## src/rtl/barrel_shifter.sv

```systemverilog
// barrel_shifter: registered 64-bit logarithmic shifter for the integer execute stage.
//
// Performs logical left, logical right and arithmetic right shifts by 0..WIDTH-1
// positions with a fixed one-cycle latency and full throughput.
//
// Ports:
//   clk        in   system clock, rising-edge active
//   rst        in   synchronous active-high reset (priority over in_valid)
//   in_valid   in   operands valid this cycle
//   shift      in   unsigned shift amount [SHAMT_W-1:0]
//   sl         in   1 = shift left, 0 = shift right
//   extend_bit in   right shifts: 1 = arithmetic, 0 = logical; ignored on left shifts
//   in         in   operand [WIDTH-1:0]
//   out        out  registered result [WIDTH-1:0]
//   out_valid  out  out holds the result of the op accepted on the previous edge
//
// Right shifts reuse the left-shift core: the operand is bit-reversed, shifted
// left with the fill bit entering at the LSB end of every stage, then reversed
// back. A single mux network therefore serves all three modes.

module barrel_shifter #(
    parameter int unsigned WIDTH   = 64,
    parameter int unsigned SHAMT_W = 6
) (
    input  logic               clk,
    input  logic               rst,
    input  logic               in_valid,
    input  logic [SHAMT_W-1:0] shift,
    input  logic               sl,
    input  logic               extend_bit,
    input  logic [WIDTH-1:0]   in,
    output logic [WIDTH-1:0]   out,
    output logic               out_valid
);

    // ------------------------------------------------------------------
    // Helpers
    // ------------------------------------------------------------------
    function automatic logic [WIDTH-1:0] bit_reverse(input logic [WIDTH-1:0] v);
        logic [WIDTH-1:0] r;
        r = '0;
        for (int i = 0; i < int'(WIDTH); i++) begin
            r[i] = v[int'(WIDTH) - 1 - i];
        end
        return r;
    endfunction

    // ------------------------------------------------------------------
    // Combinational core
    // ------------------------------------------------------------------
    logic             fill;
    logic [WIDTH-1:0] core_in;
    logic [WIDTH-1:0] core_out;
    logic [WIDTH-1:0] result;

    // stage[k] is the value entering mux stage k; stage[SHAMT_W] is the core output.
    logic [WIDTH-1:0] stage [SHAMT_W+1];

    // Left shifts always fill with zero; right shifts fill with the sign bit
    // only when an arithmetic shift is requested.
    assign fill = ~sl & extend_bit & in[WIDTH-1];

    always_comb begin
        core_in = sl ? in : bit_reverse(in);
    end

    assign stage[0] = core_in;

    // Stage k shifts by 2^k toward the MSB. The fill bit is injected into the
    // vacated LSBs at every stage so multi-stage arithmetic shifts stay correct.
    for (genvar k = 0; k < int'(SHAMT_W); k++) begin : g_stage
        localparam int unsigned amt = 1 << k;
        assign stage[k+1] = shift[k] ? {stage[k][WIDTH-1-amt:0], {amt{fill}}} : stage[k];
    end

    assign core_out = stage[SHAMT_W];

    always_comb begin
        result = sl ? core_out : bit_reverse(core_out);
    end

    // ------------------------------------------------------------------
    // Output register
    // ------------------------------------------------------------------
    logic [WIDTH-1:0] out_q;
    logic             valid_q;

    // Data only loads on valid cycles, so X on idle inputs never reaches out.
    always_ff @(posedge clk) begin
        if (rst) begin
            out_q   <= '0;
            valid_q <= 1'b0;
        end else begin
            valid_q <= in_valid;
            if (in_valid) begin
                out_q <= result;
            end
        end
    end

    assign out       = out_q;
    assign out_valid = valid_q;

endmodule

```

## config.mk

```make
export PLATFORM = sky130hd
export DESIGN_NAME = barrel_shifter
export DESIGN_NICKNAME = d
export VERILOG_FILES = /design/src/rtl/barrel_shifter.sv
export SDC_FILE = /design/constraint.sdc
export NUM_CORES = 1
export LEC_CHECK = 0
export CORE_MARGIN = 2
export CORE_UTILIZATION = 40
export CTS_CLUSTER_DIAMETER = 120
export DETAILED_ROUTE_END_ITERATION = 8
export DONT_BUFFER_PORTS = 1
export HOLD_SLACK_MARGIN = 0.06
export SKIP_CTS_REPAIR_TIMING = 1
export SLEW_MARGIN = 20
export SYNTH_ARGS = -nofsm -noshare
export SYNTH_HDL_FRONTEND = slang
export SYNTH_SLANG_ARGS = --single-unit
```

## constraint.sdc

```tcl
create_clock -name clk -period 3.2 [get_ports clk]
set_clock_uncertainty 0.05 [all_clocks]
set_input_delay 0.48 -clock clk [delete_from_list [all_inputs] [get_ports clk]]
set_output_delay 0.48 -clock clk [all_outputs]
set_load 0.1 [all_outputs]
```

# [After elaboration in Yosys (flattened, before gate mapping)]
# Index checks and enable logic that the tools add are counted.
[word_totals] register_bits=65 word_cells=13
[op_classes] n_bitwise=3 mux=8
[ops] operator="64-bit two-way mux" n=8
[ops] operator="1-bit AND" n=2
[ops] operator="1-bit inverter" n=1

# [Depth between registers and ports, before layout]
[depth] depth_word=10 ltp_mapped=12 depth_no_buf=7

# [Least setup slack after synthesis]
# Ideal clock, no wire load.
[synth_path] path_type="in2reg" startpoint="input port sl" endpoint="register out_q[22], in the netlist out[22]" path_stages=9 t_arrival_ps=2798 setup_ps=122 path_slack_ps=230 cell_sequence="buf_6 > buf_6 > mux4_2 > mux4_2 > mux2_2 > nor2_2 > nor2_1 > a311o_1 > a221o_1"
[synth_via] elab_chain_len=10 elab_cells_between_ends=11 classes_between="8 x mux; 3 x bitwise"
[synth_lines] item="from (decl)" line_no="29" rtl="input logic sl,"
[synth_lines] item="1-bit inverter" line_no="61" rtl="assign fill = ~sl & extend_bit & in[WIDTH-1];"
[synth_lines] item="1-bit AND (2 in a row)" line_no="61"
[synth_lines] item="64-bit two-way mux (6 in a row)" line_no="73" rtl="assign stage[k+1] = shift[k] ? {stage[k][WIDTH-1-amt:0], {amt{fill}}} : stage[k];"
[synth_lines] item="64-bit two-way mux (*)" line_no="79" rtl="result = sl ? core_out : bit_reverse(core_out);"
[synth_lines] item="to (signal assigned)" line_no="96" rtl="out_q <= result;"
[synth_lines] item="to (decl)" line_no="85" rtl="logic [WIDTH-1:0] out_q;"
# Mark *: on every way between the ends. The rest lies on a longest branch, timed or not.
# A chain may end at the register's enable or synchronous reset.

# [Worst setup path in the final report]
[layout_path] startpoint="input port sl" endpoint="register out_q[32], in the netlist out[32]"
# Same word-level chain as after synthesis.

==> impl_results.md <==
* Status: complete, no violations
* Pint at 0.00216 W
* Reg2reg end: out[36]
* I/O pin total at 140
* Clock power share at 0.274
* Initial antenna violation count at 0
* Ant. Diodes at 0
* Critical path's top delay family: multiplexers
* Post-synthesis cell type count at 70
* Max Cap Viol at 0
* CTS max path bufs at 2
* Number of flops mapped to enable cells by yosys at 0
* Yosys warning count at 0
* Tot GR Track Use at 0.302
* First-pass GRT wire length at between 50,000 and 60,000 µm
* Hold Crit Start: rst
* Die height at 147 µm
* Worst R2R Start: out[36]
* Site row count at 52
* Final hold viol count at 0
* Dominant synthesized flop cell: dfxtp_1
* PwrDens at 434 mW/mm²
* Post-Synthesis Cell Area at 0.00813 mm²
* Critical-path top delay cell: mux4_2
* CP max FO at 101
* Critical Path, Cell by Cell: mux4_2 -> a222oi_1 -> buf_4 -> mux2_2 -> o21ai_0 -> mux4_2 -> nor2_1 -> a211oi_1
* M1 GR Usage at 0.422
* M3 GR Usage at 0.0788
* 1st-iter DRT viols at 1,190
* Rel. slew slack at 0.285
* CP Capture Type: flip-flop
* Crit path DAT at about 2.9 ns
* CTS root buf: clkbuf_16
* Setup TNS at 0 ns
* Grt total ovfl at 0
* Worst Hold Slack at 0.168 ns
* CTS tree: built
* Hold Path Depth at 1
* Pre-antenna DRT Iters at 6
* Initial Utilization at 0.404
* Leak at 3.17 nW
* H-Tree Depth at 3
* Worst-Margin Slew at 1.07 ns
* Routed WL at 33,200 µm
* Asr flop ratio synth at 0
* Worst-path clk slew at around 0.06 ns
* Die ar. at 0.0215 mm²
* Max incr delay on CP at about 0.59 ns
* Post-route ant nets at 0
* Final instance area at 0.00874 mm²
* Cell mode on critical path: mux4_2
* Psw at 0.00163 W
* Fin crit share at 0.853
* Register bit total from synthesis at 65
* R2R setup slack at 1.66 ns
* Fmax at 366 MHz
* # nets final at slightly below 1,000
* Layout cell share with drive strength beyond 1 at 0.239
* Worst skew pair latency at 0.32 ns
* Tmin final at 2.73 ns
* CP Buf/Inv Count at 1
* Worst hold-check path type: input pin to flip-flop
* Syn Nets at 1,004
* Peak supply drop at 0.205 mV
* Total power at about 0.0038 W
* Combinational share of power at 0.367
* Routing usage on met2 at 0.440
* Total core area at 0.0201 mm²
* Critical Path RT at 3.34 ns
* R2R cell count at 2
* Element type at the critical path start: input pin
* Mean area per synthesized cell at 8.75 µm²
* Sw frac at 0.430
* Final setup vio count at 0
* DP Wirelength at 25,400 µm
* Fillers at 1,948
* Placement Cell Area at 0.00842 mm²
* RePlAce Congestion at about 1.1
* Vias in the first global route at 7,951
* Post-route DRC at 0
* PortBufs at 0
* Num CTS Buffers at 9
* Crit path kind: input pin to flip-flop
* Leading area contributor after synthesis: mux4_2
* Largest net degree at the start of global routing at 102
* Max-slew violations at 0
* Mapped Cells at ~930
* Routed vias/inst at 7.24
* Sequential power share at 0.359
* P&R area growth vs syn at 7.54%
* Synth area leaders: mux4_2, dfxtp_1, mux2i_1
* DR WL/cell at 28.5 µm
* Hold Path End: out[59]
* Via count at 8,435
* Register area share after synthesis at 0.160
* Chip width at ~150 µm
* Top Usage Layer GRT: met2
* RSZ-0062 raised after global routing: no
* Post-synth top area share at 0.255
* Clock Sinks at 65
## worst reg2reg max path, cell delays in order (launching register included)
cell and delay [ns]:
dfxtp_1 0.96, o22ai_1 0.16, a311oi_1 0.28
## through the flow
stage	cells	setup slack [ns]	utilization
final	1165	0.471	0.435
after global routing	1165	0.381	0.435
after CTS	1165	0.550	0.435
after detailed placement	1150	0.211	0.419
after global placement	1150	0.222	0.419
after floorplan	929	0.230	-
## layout by cell type, fill, tap and decap left out, types with 9 or more instances in the layout
| cell type | synthesis | final |
|---|---|---|
| a22oi_1 | 23 | 23 |
| nor2_1 | 80 | 79 |
| a21o_1 | 11 | 11 |
| a221o_1 | 14 | 14 |
| mux2_2 | 41 | 41 |
| o221ai_1 | 18 | 18 |
| nand2_1 | 115 | 115 |
| o22ai_1 | 17 | 17 |
| mux2i_1 | 54 | 54 |
| a21oi_1 | 41 | 41 |
| clkbuf_16 | 0 | 9 |
| nor3_1 | 23 | 23 |
| dfxtp_1 | 65 | 65 |
| o211ai_1 | 13 | 13 |
| buf_4 | 2 | 47 |
| mux4_2 | 92 | 92 |
| o21ai_0 | 58 | 58 |
| a221oi_1 | 9 | 9 |
| nand3_1 | 21 | 21 |
| a31oi_1 | 9 | 9 |
| a211oi_1 | 9 | 9 |
## cell families (layout without fill, tap and decap cells)
kind of cell / count (synthesis) / in the layout / share of synthesized area
AO/OA/AOI/OAI: 296 / 296 / 0.259
AND/OR/NAND/NOR: 273 / 273 / 0.145
multiplexers: 187 / 187 / 0.378
buffers and inverters: 107 / 73 / 0.0568
flip-flops: 65 / 65 / 0.160
XOR/XNOR: 1 / 1 / 0.00108
## power groups by stage
stage	registers [W]	logic, W	clock network (W)
detailed placement	0.00138	0.00133	0
finish	0.00136	0.00139	0.00104
CTS	0.00136	0.00134	0.00105
global route	0.00137	0.00145	0.00109
floorplan	0.00138	0.000986	0
global placement	0.00138	0.00133	0
## metal layers
| layer | wire length (µm) | vias to the layer above | part of all wire |
|---|---|---|---|
| met4 | 1640 | 0 | 0.049 |
| li1 | - | 3628 | - |
| met5 | 0 | - | 0 |
| met2 | 14100 | 638 | 0.42 |
| met3 | 4000 | 101 | 0.12 |
| met1 | 13500 | 4068 | 0.41 |
## registers in the layout (all words and copies together), names as in the netlist
signal / flops
out: 64
out_valid: 1
## synthesized netlist by cell type, types with 4 or more instances
| cell | number |
|---|---|
| o22ai_1 | 17 |
| o21ai_0 | 58 |
| and3_1 | 4 |
| buf_2 | 12 |
| a32o_1 | 4 |
| o31a_1 | 4 |
| a221o_1 | 14 |
| or2_2 | 5 |
| mux2i_1 | 54 |
| nand3_1 | 21 |
| buf_1 | 18 |
| a21oi_1 | 41 |
| inv_1 | 7 |
| a21o_1 | 11 |
| nand2b_1 | 6 |
| a221oi_1 | 9 |
| o21a_1 | 6 |
| a22oi_1 | 23 |
| a32oi_1 | 4 |
| a31oi_1 | 9 |
| o31ai_1 | 7 |
| clkbuf_1 | 60 |
| mux2_2 | 41 |
| mux4_2 | 92 |
| and2_1 | 4 |
| buf_6 | 5 |
| a311oi_1 | 6 |
| nor2_1 | 80 |
| nor3_1 | 23 |
| o221ai_1 | 18 |
| a22o_1 | 6 |
| dfxtp_1 | 65 |
| o211ai_1 | 13 |
| nand2_1 | 115 |
| o221a_2 | 6 |
| a211oi_1 | 9 |
## cell type report
class	instances	area, µm²	share of cell area
inverter	10	37.5	0.00429
tap	270	338	0.0386
multi-input combinational	757	6370	0.729
clock buffer	10	239	0.0273
sequential	65	1300	0.149
clock inverter	5	80.1	0.00916
timing repair buffer	48	373	0.0427
## how the worst max path moves through the flow
| stage | slack [ns] | end | start | cells after the start |
|---|---|---|---|---|
| 6_report | 0.47 | out[32] | sl | 8 |
| 5_1_grt | 0.38 | out[54] | sl | 7 |
| 4_1_cts | 0.55 | out[54] | sl | 7 |
| 3_5_place_dp | 0.21 | out[54] | sl | 7 |
| 3_3_place_gp | 0.22 | out[32] | sl | 8 |
| 2_1_floorplan | 0.23 | out[22] | sl | 9 |
(Power assumes the default switching activity.)
